`src/rtl/mem_port_arbiter_if.sv`:
```
`default_nettype none
// ============================================================================
// Module      : mem_port_arbiter_if
// Description : Bundle of the two requester ports and the shared memory port
//               of mem_port_arbiter. The slave modport is the arbiter side.
// Revision    : 1.0 - initial release
// ============================================================================
interface mem_port_arbiter_if #(
  parameter int AW = 32,
  parameter int DW = 32
);
  // requester 0 (CPU)
  logic          m0_req;
  logic          m0_we;
  logic [AW-1:0] m0_addr;
  logic [DW-1:0] m0_wdata;
  logic          m0_gnt;
  logic          m0_done;
  logic          m0_err;
  logic [DW-1:0] m0_rdata;
  // requester 1 (loader/debug)
  logic          m1_req;
  logic          m1_we;
  logic [AW-1:0] m1_addr;
  logic [DW-1:0] m1_wdata;
  logic          m1_lock;
  logic          m1_gnt;
  logic          m1_done;
  logic          m1_err;
  logic [DW-1:0] m1_rdata;
  // shared memory port
  logic          mem_en;
  logic          mem_we;
  logic [AW-1:0] mem_addr;
  logic [DW-1:0] mem_wdata;
  logic [DW-1:0] mem_rdata;
  logic          mem_ready;

  // arbiter side
  modport slave (
    input  m0_req, m0_we, m0_addr, m0_wdata,
    output m0_gnt, m0_done, m0_err, m0_rdata,
    input  m1_req, m1_we, m1_addr, m1_wdata, m1_lock,
    output m1_gnt, m1_done, m1_err, m1_rdata,
    output mem_en, mem_we, mem_addr, mem_wdata,
    input  mem_rdata, mem_ready
  );

  // requester/memory environment side
  modport master (
    output m0_req, m0_we, m0_addr, m0_wdata,
    input  m0_gnt, m0_done, m0_err, m0_rdata,
    output m1_req, m1_we, m1_addr, m1_wdata, m1_lock,
    input  m1_gnt, m1_done, m1_err, m1_rdata,
    input  mem_en, mem_we, mem_addr, mem_wdata,
    output mem_rdata, mem_ready
  );
endinterface
`default_nettype wire

```
`src/rtl/mem_port_arbiter.sv`:
```
`default_nettype none
// ============================================================================
// Module      : mem_port_arbiter
// Description : Two-port round-robin arbiter/sequencer onto a single memory
//               port with ready handshake, port-1 priority lock and an
//               access watchdog that aborts unacknowledged accesses.
// Revision    : 1.0 - initial release
// ============================================================================
module mem_port_arbiter #(
  parameter int AW      = 32,
  parameter int DW      = 32,
  parameter int TIMEOUT = 15
) (
  input  logic              clk,
  input  logic              reset,
  mem_port_arbiter_if.slave bus
);

  localparam int             WDW       = $clog2(TIMEOUT + 1);
  localparam logic [WDW-1:0] WDOG_LAST = WDW'(TIMEOUT - 1);
  localparam logic [WDW-1:0] WDOG_MAX  = {WDW{1'b1}};

  typedef enum logic [1:0] {
    IDLE = 2'd0,
    BUSY = 2'd1,
    RESP = 2'd2
  } state_t;

  state_t          state_q,      state_d;
  logic            owner_q,      owner_d;
  logic            last_owner_q, last_owner_d;
  logic            mem_en_q,     mem_en_d;
  logic            mem_we_q,     mem_we_d;
  logic [AW-1:0]   mem_addr_q,   mem_addr_d;
  logic [DW-1:0]   mem_wdata_q,  mem_wdata_d;
  logic [WDW-1:0]  wdog_q,       wdog_d;
  logic [DW-1:0]   m0_rdata_q,   m0_rdata_d;
  logic [DW-1:0]   m1_rdata_q,   m1_rdata_d;
  logic [1:0]      gnt_q,        gnt_d;
  logic [1:0]      done_q,       done_d;
  logic [1:0]      err_q,        err_d;
  logic            winner;

  // Winner selection: a lone request wins; on a tie the lock keeps port 1
  // only if it was the last owner, otherwise the other port gets its turn.
  always_comb begin
    winner = 1'b0;
    if (bus.m0_req && bus.m1_req) begin
      winner = (bus.m1_lock && last_owner_q) ? 1'b1 : ~last_owner_q;
    end else if (bus.m1_req) begin
      winner = 1'b1;
    end
  end

  // Sequencer next-state: grant, wait for ready or watchdog, report, return.
  always_comb begin
    state_d      = state_q;
    owner_d      = owner_q;
    last_owner_d = last_owner_q;
    mem_en_d     = mem_en_q;
    mem_we_d     = mem_we_q;
    mem_addr_d   = mem_addr_q;
    mem_wdata_d  = mem_wdata_q;
    wdog_d       = wdog_q;
    m0_rdata_d   = m0_rdata_q;
    m1_rdata_d   = m1_rdata_q;
    done_d       = 2'b00;
    err_d        = 2'b00;

    case (state_q)
      IDLE: begin
        if (bus.m0_req || bus.m1_req) begin
          state_d      = BUSY;
          owner_d      = winner;
          last_owner_d = winner;
          mem_en_d     = 1'b1;
          mem_we_d     = winner ? bus.m1_we    : bus.m0_we;
          mem_addr_d   = winner ? bus.m1_addr  : bus.m0_addr;
          mem_wdata_d  = winner ? bus.m1_wdata : bus.m0_wdata;
          wdog_d       = '0;
        end
      end
      BUSY: begin
        if (bus.mem_ready) begin
          state_d         = RESP;
          mem_en_d        = 1'b0;
          mem_we_d        = 1'b0;
          done_d[owner_q] = 1'b1;
          if (!mem_we_q) begin
            if (owner_q) m1_rdata_d = bus.mem_rdata;
            else         m0_rdata_d = bus.mem_rdata;
          end
        end else if (wdog_q == WDOG_LAST) begin
          // Memory never answered: abort, reads return zero.
          state_d         = RESP;
          mem_en_d        = 1'b0;
          mem_we_d        = 1'b0;
          done_d[owner_q] = 1'b1;
          err_d[owner_q]  = 1'b1;
          if (!mem_we_q) begin
            if (owner_q) m1_rdata_d = '0;
            else         m0_rdata_d = '0;
          end
        end else if (wdog_q != WDOG_MAX) begin
          wdog_d = wdog_q + 1'b1;
        end
      end
      RESP: begin
        state_d = IDLE;
      end
      default: begin
        state_d  = IDLE;
        mem_en_d = 1'b0;
        mem_we_d = 1'b0;
      end
    endcase

    gnt_d = 2'b00;
    if (state_d != IDLE) begin
      gnt_d = owner_d ? 2'b10 : 2'b01;
    end
  end

  // State and output registers; reset drops any access in flight.
  always_ff @(posedge clk or posedge reset) begin
    if (reset) begin
      state_q      <= IDLE;
      owner_q      <= 1'b0;
      last_owner_q <= 1'b1;
      mem_en_q     <= 1'b0;
      mem_we_q     <= 1'b0;
      mem_addr_q   <= '0;
      mem_wdata_q  <= '0;
      wdog_q       <= '0;
      m0_rdata_q   <= '0;
      m1_rdata_q   <= '0;
      gnt_q        <= 2'b00;
      done_q       <= 2'b00;
      err_q        <= 2'b00;
    end else begin
      state_q      <= state_d;
      owner_q      <= owner_d;
      last_owner_q <= last_owner_d;
      mem_en_q     <= mem_en_d;
      mem_we_q     <= mem_we_d;
      mem_addr_q   <= mem_addr_d;
      mem_wdata_q  <= mem_wdata_d;
      wdog_q       <= wdog_d;
      m0_rdata_q   <= m0_rdata_d;
      m1_rdata_q   <= m1_rdata_d;
      gnt_q        <= gnt_d;
      done_q       <= done_d;
      err_q        <= err_d;
    end
  end

  assign bus.m0_gnt    = gnt_q[0];
  assign bus.m1_gnt    = gnt_q[1];
  assign bus.m0_done   = done_q[0];
  assign bus.m1_done   = done_q[1];
  assign bus.m0_err    = err_q[0];
  assign bus.m1_err    = err_q[1];
  assign bus.m0_rdata  = m0_rdata_q;
  assign bus.m1_rdata  = m1_rdata_q;
  assign bus.mem_en    = mem_en_q;
  assign bus.mem_we    = mem_we_q;
  assign bus.mem_addr  = mem_addr_q;
  assign bus.mem_wdata = mem_wdata_q;

endmodule
`default_nettype wire

```
`src/flat_wrapper.sv`:
```
// flat-port wrapper written by rule: the top's interface ports become plain ports
module mem_port_arbiter_flat 
#(
  parameter int AW      = 32,
  parameter int DW      = 32,
  parameter int TIMEOUT = 15
)
  (clk, reset, bus_m0_req, bus_m0_we, bus_m0_addr, bus_m0_wdata, bus_m0_gnt, bus_m0_done, bus_m0_err, bus_m0_rdata, bus_m1_req, bus_m1_we, bus_m1_addr, bus_m1_wdata, bus_m1_lock, bus_m1_gnt, bus_m1_done, bus_m1_err, bus_m1_rdata, bus_mem_en, bus_mem_we, bus_mem_addr, bus_mem_wdata, bus_mem_rdata, bus_mem_ready);
  mem_port_arbiter_if #(.AW(AW), .DW(DW)) bus_i ();
  input  logic clk;
  input  logic reset;
  input wire logic [$bits(bus_i.m0_req)-1:0] bus_m0_req;
  input wire logic [$bits(bus_i.m0_we)-1:0] bus_m0_we;
  input wire logic [$bits(bus_i.m0_addr)-1:0] bus_m0_addr;
  input wire logic [$bits(bus_i.m0_wdata)-1:0] bus_m0_wdata;
  output wire logic [$bits(bus_i.m0_gnt)-1:0] bus_m0_gnt;
  output wire logic [$bits(bus_i.m0_done)-1:0] bus_m0_done;
  output wire logic [$bits(bus_i.m0_err)-1:0] bus_m0_err;
  output wire logic [$bits(bus_i.m0_rdata)-1:0] bus_m0_rdata;
  input wire logic [$bits(bus_i.m1_req)-1:0] bus_m1_req;
  input wire logic [$bits(bus_i.m1_we)-1:0] bus_m1_we;
  input wire logic [$bits(bus_i.m1_addr)-1:0] bus_m1_addr;
  input wire logic [$bits(bus_i.m1_wdata)-1:0] bus_m1_wdata;
  input wire logic [$bits(bus_i.m1_lock)-1:0] bus_m1_lock;
  output wire logic [$bits(bus_i.m1_gnt)-1:0] bus_m1_gnt;
  output wire logic [$bits(bus_i.m1_done)-1:0] bus_m1_done;
  output wire logic [$bits(bus_i.m1_err)-1:0] bus_m1_err;
  output wire logic [$bits(bus_i.m1_rdata)-1:0] bus_m1_rdata;
  output wire logic [$bits(bus_i.mem_en)-1:0] bus_mem_en;
  output wire logic [$bits(bus_i.mem_we)-1:0] bus_mem_we;
  output wire logic [$bits(bus_i.mem_addr)-1:0] bus_mem_addr;
  output wire logic [$bits(bus_i.mem_wdata)-1:0] bus_mem_wdata;
  input wire logic [$bits(bus_i.mem_rdata)-1:0] bus_mem_rdata;
  input wire logic [$bits(bus_i.mem_ready)-1:0] bus_mem_ready;
  assign bus_i.m0_req = bus_m0_req;
  assign bus_i.m0_we = bus_m0_we;
  assign bus_i.m0_addr = bus_m0_addr;
  assign bus_i.m0_wdata = bus_m0_wdata;
  assign bus_m0_gnt = bus_i.m0_gnt;
  assign bus_m0_done = bus_i.m0_done;
  assign bus_m0_err = bus_i.m0_err;
  assign bus_m0_rdata = bus_i.m0_rdata;
  assign bus_i.m1_req = bus_m1_req;
  assign bus_i.m1_we = bus_m1_we;
  assign bus_i.m1_addr = bus_m1_addr;
  assign bus_i.m1_wdata = bus_m1_wdata;
  assign bus_i.m1_lock = bus_m1_lock;
  assign bus_m1_gnt = bus_i.m1_gnt;
  assign bus_m1_done = bus_i.m1_done;
  assign bus_m1_err = bus_i.m1_err;
  assign bus_m1_rdata = bus_i.m1_rdata;
  assign bus_mem_en = bus_i.mem_en;
  assign bus_mem_we = bus_i.mem_we;
  assign bus_mem_addr = bus_i.mem_addr;
  assign bus_mem_wdata = bus_i.mem_wdata;
  assign bus_i.mem_rdata = bus_mem_rdata;
  assign bus_i.mem_ready = bus_mem_ready;
  mem_port_arbiter #(.AW(AW), .DW(DW), .TIMEOUT(TIMEOUT)) u_core (.clk(clk), .reset(reset), .bus(bus_i));
endmodule
```
`config.mk`:
```
export PLATFORM = sky130hd
export DESIGN_NAME = mem_port_arbiter_flat
export DESIGN_NICKNAME = d
export VERILOG_FILES = /design/src/rtl/mem_port_arbiter_if.sv /design/src/rtl/mem_port_arbiter.sv /design/src/flat_wrapper.sv
export SDC_FILE = /design/constraint.sdc
export NUM_CORES = 1
export LEC_CHECK = 0
export BUFFER_PORTS_ARGS = -buffer_cell sky130_fd_sc_hd__buf_4
export CAP_MARGIN = 40
export CORE_ASPECT_RATIO = 1.1
export CORE_MARGIN = 10
export CORE_UTILIZATION = 49
export CTS_BUF_LIST = sky130_fd_sc_hd__clkbuf_8
export CTS_CLUSTER_SIZE = 28
export DETAILED_ROUTE_END_ITERATION = 10
export PLACE_DENSITY = 0.82
export SKIP_CTS_REPAIR_TIMING = 1
export SYNTH_ARGS = -nofsm -noshare
export SYNTH_HDL_FRONTEND = slang
export SYNTH_SLANG_ARGS = --single-unit
```
`constraint.sdc`:
```
create_clock -name clk -period 5.9 [get_ports clk]
set_input_delay 0.59 -clock clk [delete_from_list [all_inputs] [get_ports clk]]
set_output_delay 0.59 -clock clk [all_outputs]
set_load 0.005 [all_outputs]
```
==> results of run 1 <==
==> sequential cells by signal (all words and copies together), names as in the netlist, 2 cells and up <==
register / count
u_core.bus.m0_rdata: 32
u_core.bus.m1_rdata: 32
u_core.bus.mem_addr: 32
u_core.bus.mem_wdata: 32
u_core.done_q: 2
u_core.err_q: 2
u_core.gnt_q: 2
u_core.state_q: 2
u_core.wdog_q: 4
==> placed cells by master (no fill, tap or decap), types with 2 or more instances in the layout <==
cell,instances
mux2_2,4
o21ai_0,68
mux2i_1,4
buf_4,310
or4_2,2
bufinv_16,3
mux2_4,60
o211ai_1,66
nand3_1,67
a21oi_1,4
buf_12,2
inv_6,3
nand4_1,64
and2_1,32
inv_1,7
clkinv_2,2
nor2_4,3
clkinvlp_4,4
nor3_1,2
nand2b_1,2
a22o_1,2
nor4_1,2
ha_1,2
or2_2,2
nand2_1,6
clkbuf_8,19
dfrtp_1,143
==> critical path, stage by stage (launching register included) <==
cell and delay, ns:
dfrtp_1 0.47, nor2_4 0.71, buf_4 0.81, nand3_1 0.21
o211ai_1 0.20
==> cell families (layout without fill, tap and decap cells) <==
group                    count (synthesis)  count (layout)  synth area share
AO/OA/AOI/OAI                          145             145             0.131
adder cells (fa/ha/maj)                  2               2           0.00357
buffers and inverters                   76             351            0.0573
flip-flops                             144             144             0.514
multiplexers                            68              68             0.141
AND/OR/NAND/NOR                        188             188             0.154
==> per-stage QoR <==
stage	cell area (um2)	utilization	hold WS (ns)
6_report	9690	0.697	0.306
5_1_grt	9690	0.697	0.350
4_1_cts	9690	0.697	0.317
3_5_place_dp	9270	0.667	0.495
3_3_place_gp	9230	0.664	0.489
2_1_floorplan	7010	-	0.478
==> area by class of cell <==
cell class / count / share of cell area
clock buffer: 19 / 0.0270
clock inverter: 13 / 0.0165
inverter: 7 / 0.00323
multi-input combinational: 403 / 0.313
sequential: 144 / 0.372
tap: 188 / 0.0243
timing repair buffer: 312 / 0.244
==> worst min path at each step <==
stage                     cells after the start                           startpoint                                   to
after global placement                        1  u_core.bus.m0_rdata[29]$_DFFE_PP0P_  u_core.bus.m0_rdata[29]$_DFFE_PP0P_
after global routing                          2                                reset  u_core.bus.m0_rdata[19]$_DFFE_PP0P_
after detailed placement                      1  u_core.bus.m1_rdata[18]$_DFFE_PP0P_  u_core.bus.m1_rdata[18]$_DFFE_PP0P_
after CTS                                     2                                reset   u_core.bus.mem_addr[4]$_DFFE_PP0P_
after floorplan                               1          u_core.state_q[1]$_DFF_PP0_            u_core.gnt_q[0]$_DFF_PP0_
final                                         2                                reset  u_core.bus.m0_rdata[21]$_DFFE_PP0P_
==> routing by layer <==
metal	track usage	vias up	routed length (um)
li1	-	2850	-
met1	0.283	2973	8990
met2	0.356	319	10900
met3	0.103	32	2520
met4	0.0757	0	529
met5	0	-	0
==> power by group <==
part / internal, mW / switching, mW / leakage, nW / total, mW
logic: 1.14 / 0.919 / 2.69 / 2.06
clock network: 0.441 / 0.386 / 0.206 / 0.827
registers: 1.44 / 0.278 / 1.81 / 1.72
==> results_dict.tcl, run 1 <==
set metrics [dict create \
    synth_edf_count 0 \
    cp.required_ns 6.26 \
    layout.cells.non_filler 1086 \
    relSlewSlack 0.410 \
    place_ws_ns 3.27 \
    p_per_area_nw_per_um2 475 \
    die_area_um2 19500 \
    ys_seq_area_frac 0.514 \
    r2r-start "u_core.state_q[0]$_DFF_PP0_" \
    io_pins 304 \
    worstSetupPathType "flop to flop" \
    grt_pass1_wl_um 36400 \
    p_leak_nw 4.70 \
    yosysMostFrequentCell "dfrtp_1" \
    endpoint_kind "flop" \
    grt_pass1_vias 6371 \
    ff2ff_path_depth 4 \
    clkLatencyLatePin_ns 0.44 \
    path_clk_slew_ns 0.08 \
    tightestPinTransition_ns 0.885 \
    ctsRootBufferMaster "clkbuf_8" \
    firstDrtPassIters 4 \
    vdd.ir_drop.worst_mv 0.214 \
    drtIter0Drc 454 \
    rr_endpoint "u_core.bus.mem_wdata[30]$_DFFE_PP0P_" \
    setup_viol_count_final 0 \
    multiInputGateArea_um2 3030 \
    post-route-min-period_ns 2.52 \
    die_h_um 145 \
    finalWeightedCongestion 0.775 \
    h-tree-depth 4 \
    power_mw 4.61 \
    rsz0062_at_grt "no" \
    antenna_cells 0 \
    antenna_found_initial 0 \
    endpoint "u_core.bus.mem_wdata[30]$_DFFE_PP0P_" \
    start_util 0.504 \
    overflow 0 \
    cts_sinks 144 \
    setup_tns_ns 0 \
    synthesis.nets 793 \
    max_freq_ghz 0.396 \
    regArea_um2 3600 \
    synth_common_cells "143 x dfrtp_1, 68 x o21ai_0, 67 x nand3_1" \
    synthFlopType "dfrtp_1" \
    crit_start "u_core.state_q[0]$_DFF_PP0_" \
    drive_above_1_share 0.467 \
    yosysTopAreaCellShare 0.510 \
    clk_path_buf_depth 2 \
    cp_max_fo 93 \
    drc_errors 0 \
    hpwl_um 16300 \
    fin_crit_sh 0.428 \
    slew_violations 0 \
    portBuffers 303 \
    outcome "completed" \
    cts_tree "done" \
    die_w_um 134 \
    vias_per_cell 5.69 \
    cap_violations 0 \
    wirelength_um 23000 \
    synth_area_um2 7010 \
    area_delta_synth_final_pct 38.2 \
    vias 6174 \
    synth_top_area_cell "dfrtp_1" \
    rrSetupSlack_ns 3.38 \
    yosys_warnings 0 \
    grt_usage 0.231 \
    placedCellCount 1054 \
    syn_inst 623 \
    setup.worst_path.start_class "flop" \
    cts_buffers 17 \
    final_antenna_net_count 0 \
    nets 1055 \
    synth_area_leaders "dfrtp_1 51%, mux2_4 13%, o211ai_1 7.1%" \
    post_synth_num_cell_types 36 \
    fillers 1057 \
    arrival_ns 2.88 \
    yosys_register_bits 144 \
    min_path_type "input port to async pin" \
    grt_max_degree 94 \
    coreArea_um2 13900 \
    hold_viol_final 0 \
    row_count 45 \
    timing.final.ws_setup_ns 3.38 \
    skew_ns 0.0112 \
    wl_per_cell_um 21.1 \
    syn_area_per_cell_um2 11.3 \
    synthArstFlopShare 1.00 \
]
Note: power is estimated with default switching activity, not from simulation.
==> run 2, diff against run 1 <==
Clock period 5.9 ns to 2.65 ns, I/O delays scaled along.
==> results_dict.tcl, run 2 (synthesized netlist as in run 1, its figures left out) <==
set metrics [dict create \
    rsz0062_at_grt "no" \
    path_clk_slew_ns 0.08 \
    vdd.ir_drop.worst_mv 0.469 \
    antenna_cells 0 \
    final_cell_mix "313 x buf_4, 143 x dfrtp_1, 68 x o21ai_0" \
    multiInputGateArea_um2 3030 \
    cap_violations 0 \
    drc_errors 0 \
    hold_viol_final 4 \
    vias 6311 \
    p_per_area_nw_per_um2 1060 \
    endpoint_kind "flop" \
    fin_hold_ws_ns -0.0201 \
    relSlewSlack 0.428 \
    die_area_um2 19500 \
    timing.final.ws_setup_ns 0.348 \
    pwr-share-clk 0.180 \
    cp_max_fo 28 \
    place_ws_ns 0.348 \
    clkLatencyLatePin_ns 0.45 \
    drtIter0Drc 401 \
    die_w_um 134 \
    outcome "complete, but fails checks" \
    drive_above_1_share 0.470 \
    skew_ns 0.0196 \
    setup_viol_count_final 0 \
    finalWeightedCongestion 0.810 \
    max_freq_ghz 0.434 \
    r2r-start "u_core.wdog_q[0]$_DFFE_PP0P_" \
    placedCellCount 1063 \
    min_path_type "input port to async pin" \
    regArea_um2 3600 \
    grt_pass1_wl_um 37000 \
    h-tree-depth 4 \
    pwr-share-comb 0.455 \
    crit_buf_inv 2 \
    setup_tns_ns 0 \
    fin_crit_sh 0.869 \
    die_h_um 145 \
    cp.required_ns 2.97 \
    coreArea_um2 13900 \
    antenna_found_initial 0 \
    final_antenna_net_count 0 \
    crit_start "u_core.wdog_q[0]$_DFFE_PP0P_" \
    cts_buffers 17 \
    layout.cells.non_filler 1095 \
    grt_usage 0.235 \
    start_util 0.504 \
    final_common_cell "buf_4" \
    area_delta_synth_final_pct 40.4 \
    p_leak_nw 4.78 \
    grt_pass1_vias 6661 \
    path_cells "inv_1 > ha_1 > a31oi_2 > or4_2 > buf_12 > mux2_4" \
    arrival_ns 2.62 \
    setup.worst_path.start_class "flop" \
    slew_violations 0 \
    cts_sinks 144 \
    tightestPinTransition_ns 0.858 \
    crit_slowest_cell "or4_2" \
    violations "negative hold slack" \
    firstDrtPassIters 7 \
    vias_per_cell 5.76 \
    grt_max_degree 145 \
    p_switching_mw 3.59 \
    nets 1064 \
    seqPwrFrac 0.365 \
    power.share.switching 0.343 \
    overflow 0 \
    worstSetupPathType "flop to flop" \
    portBuffers 303 \
    intPower_mw 6.88 \
    clk_path_buf_depth 2 \
    cts_tree "done" \
    fillers 1050 \
    path_delay_family "simple AND/OR/NAND/NOR gates" \
    wl_per_cell_um 21.7 \
    io_pins 304 \
    row_count 45 \
    wirelength_um 23800 \
    cpPeakStageDelay_ns 0.78 \
    hpwl_um 17000 \
    post-route-min-period_ns 2.30 \
    ctsRootBufferMaster "clkbuf_8" \
]
-- run 2: changes by cell type in the layout (fill, tap and decap cells not counted) --
cell,previous run,this run
buf_16,0,1
buf_12,2,7
clkinv_2,2,1
buf_4,310,313
inv_6,3,1
clkinvlp_4,4,3
inv_1,7,9
clkinv_4,1,4
clkbuf_8,19,17
bufinv_16,3,4
-- run 2: stage by stage --
stage          hold WS [ns]  total power, mW  cell area [um2]   util
5_1_grt              0.0785             11.1             9850  0.708
4_1_cts              0.0679             10.6             9850  0.708
3_5_place_dp          0.497             8.66             9420  0.677
2_1_floorplan         0.421             6.20             7020      -
6_report            -0.0201             10.5             9850  0.708
3_3_place_gp          0.490             8.51             9390  0.675
-- run 2: worst reg2reg max path, cell delays in order (launching register included) --
cell and delay (ns):
dfrtp_1 0.41, inv_1 0.07, ha_1 0.20, a31oi_2 0.14, or4_2 0.78, buf_12 0.26, mux2_4 0.33
-- run 2: path summary, 6_finish.rpt --
path	to	slack, ns	depth (start not counted)
max	u_core.bus.m0_rdata[24]$_DFFE_PP0P_	0.35	6
max reg2reg	u_core.bus.m0_rdata[24]$_DFFE_PP0P_	0.35	6
min	u_core.bus.mem_addr[7]$_DFFE_PP0P_	-0.02	3
min reg2reg	u_core.bus.m1_rdata[0]$_DFFE_PP0P_	0.52	1
max in group asynchronous	u_core.bus.m0_rdata[24]$_DFFE_PP0P_	1.97	3
min in group clk	u_core.bus.mem_wdata[1]$_DFFE_PP0P_	0.09	3
-- run 2: cell type report --
class	instances	area share
inverter	7	0.00305
clock inverter	15	0.0198
sequential	144	0.366
multi-input combinational	403	0.308
tap	188	0.0239
clock buffer	17	0.0238
timing repair buffer	321	0.256
-- run 2: routing by layer --
metal / routed length [um] / track usage / vias to the layer above
met4: 527 / 0.0773 / 0
met5: 0 / 0 / -
met3: 2690 / 0.101 / 35
met2: 11500 / 0.384 / 316
li1: - / - / 2872
met1: 9010 / 0.271 / 3088
-- run 2: power groups by stage --
stage	combinational (mW)	clock, mW	sequential, mW
after global routing	5.19	2.01	3.94
after detailed placement	4.82	0	3.85
after CTS	4.82	1.92	3.82
after floorplan	2.39	0	3.81
after global placement	4.71	0	3.80
final	4.77	1.89	3.82
==> run 3, diff against run 2 <==
Settings changed: CORE_UTILIZATION 49 to 25, PLACE_DENSITY 0.82 to default.
==> results_dict.tcl, run 3 (synthesized netlist as in run 1, its figures left out) <==
set metrics [dict create \
    cpPeakStageDelay_ns 0.62 \
    antenna_found_initial 1 \
    regArea_um2 3600 \
    portBuffers 303 \
    cts_tree "done" \
    overflow 0 \
    cap_violations 0 \
    endpoint_kind "flop" \
    cp.required_ns 2.97 \
    vias 6160 \
    timing.final.ws_setup_ns 0.363 \
    cts_sinks 144 \
    rsz0062_at_grt "no" \
    vdd.ir_drop.worst_mv 0.524 \
    place_ws_ns 0.372 \
    crit_start "u_core.wdog_q[0]$_DFFE_PP0P_" \
    area_delta_synth_final_pct 43.3 \
    hpwl_um 17800 \
    antenna_cells 0 \
    fillers 2815 \
    nets 1066 \
    hp-start "bus_m0_addr[16]" \
    grt_pass1_wl_um 39100 \
    fin_hold_ws_ns 0.0770 \
    grt_max_degree 93 \
    path_clk_slew_ns 0.11 \
    slew_violations 0 \
    cp_max_fo 32 \
    drc_errors 0 \
    hold_viol_final 0 \
    die_area_um2 35200 \
    final_common_cell "buf_4" \
    r2r-start "u_core.wdog_q[0]$_DFFE_PP0P_" \
    final_antenna_net_count 0 \
    clk_path_buf_depth 2 \
    clkLatencyLatePin_ns 0.45 \
    layout.cells.non_filler 1272 \
    max_freq_ghz 0.437 \
    finalWeightedCongestion 0.777 \
    rrSetupSlack_ns 0.36 \
    setup.worst_path.start_class "flop" \
    worstSetupPathType "flop to flop" \
    outcome "completed" \
    holdPathEnd "u_core.bus.mem_addr[16]$_DFFE_PP0P_" \
    io_pins 304 \
    arrival_ns 2.61 \
    fin_crit_sh 0.863 \
    setup_viol_count_final 0 \
    die_h_um 196 \
    wl_per_cell_um 19.5 \
    path_cells "inv_1 > ha_1 > a31oi_2 > or4_2 > buf_4 > mux2_4" \
    min_path_type "input port to flop" \
    tightestPinTransition_ns 0.763 \
    coreArea_um2 27700 \
    power_mw 10.4 \
    setup_tns_ns 0 \
    row_count 64 \
    skew_ns 0.0209 \
    drive_above_1_share 0.473 \
    p_leak_nw 4.77 \
    firstDrtPassIters 5 \
    wirelength_um 24700 \
    crit_slowest_cell "or4_2" \
    start_util 0.253 \
    placedCellCount 1239 \
    post-route-min-period_ns 2.29 \
    vias_per_cell 4.84 \
    die_w_um 180 \
    h-tree-depth 4 \
    multiInputGateArea_um2 3030 \
    p_per_area_nw_per_um2 1040 \
    grt_usage 0.136 \
    cts_buffers 17 \
    ctsRootBufferMaster "clkbuf_8" \
    drtIter0Drc 383 \
    min_path_cells 3 \
    final_cell_mix "316 x buf_4, 143 x dfrtp_1, 68 x o21ai_0" \
    grt_pass1_vias 6717 \
    relSlewSlack 0.491 \
    ff2ff_path_depth 6 \
    rr_endpoint "u_core.bus.m0_rdata[22]$_DFFE_PP0P_" \
]
run 3: changes by cell type in the layout (fill, tap and decap cells not counted), moves of 2 or more:
cell / before / now
bufinv_16: 4 / 2
inv_6: 1 / 4
inv_1: 9 / 6
buf_4: 313 / 316
inv_8: 0 / 3
clkinv_8: 0 / 2
clkinv_4: 4 / 1
run 3: final cells by class:
cell class | count | share of cell area
Sequential cell | 144 | 0.359
Multi-Input combinational cell | 403 | 0.302
Timing Repair Buffer | 323 | 0.249
Tap cell | 363 | 0.0452
Clock buffer | 17 | 0.0233
Clock inverter | 15 | 0.0189
Inverter | 7 | 0.00299
run 3: worst max path at each step:
stage,endpoint,cells after the start
floorplan,u_core.bus.m0_rdata[0]$_DFFE_PP0P_,1
global placement,u_core.bus.m1_rdata[21]$_DFFE_PP0P_,6
detailed placement,u_core.bus.m0_rdata[24]$_DFFE_PP0P_,6
CTS,u_core.bus.m1_rdata[29]$_DFFE_PP0P_,6
global route,u_core.bus.m1_rdata[29]$_DFFE_PP0P_,6
finish,u_core.bus.m0_rdata[22]$_DFFE_PP0P_,6
run 3: layer usage:
metal | up-vias | wire, um | track usage
met2 | 225 | 11900 | 0.219
met1 | 3028 | 10800 | 0.170
met4 | 2 | 442 | 0.0386
li1 | 2880 | - | -
met3 | 25 | 1660 | 0.0462
met5 | - | 13 | 0
run 3: critical path, delay by kind of cell (launching register included):
family | cells | cell delay [ns]
AO/OA/AOI/OAI | 1 | 0.14
adder cells (fa/ha/maj) | 1 | 0.20
buffers and inverters | 2 | 0.39
flip-flops | 1 | 0.42
multiplexers | 1 | 0.37
AND/OR/NAND/NOR | 1 | 0.62
run 3: power breakdown:
part | internal [mW] | total, mW | switching (mW)
Clock | 0.883 | 1.91 | 1.02
Combinational | 2.61 | 4.70 | 2.09
Sequential | 3.20 | 3.82 | 0.618
Total | 6.70 | 10.4 | 3.73
run 3: per-stage QoR:
| step | instance area [um2] | util |
|---|---|---|
| floorplan | 7020 | - |
| global placement | 9610 | 0.347 |
| detailed placement | 9610 | 0.347 |
| CTS | 10000 | 0.362 |
| global route | 10000 | 0.363 |
| finish | 10000 | 0.363 |
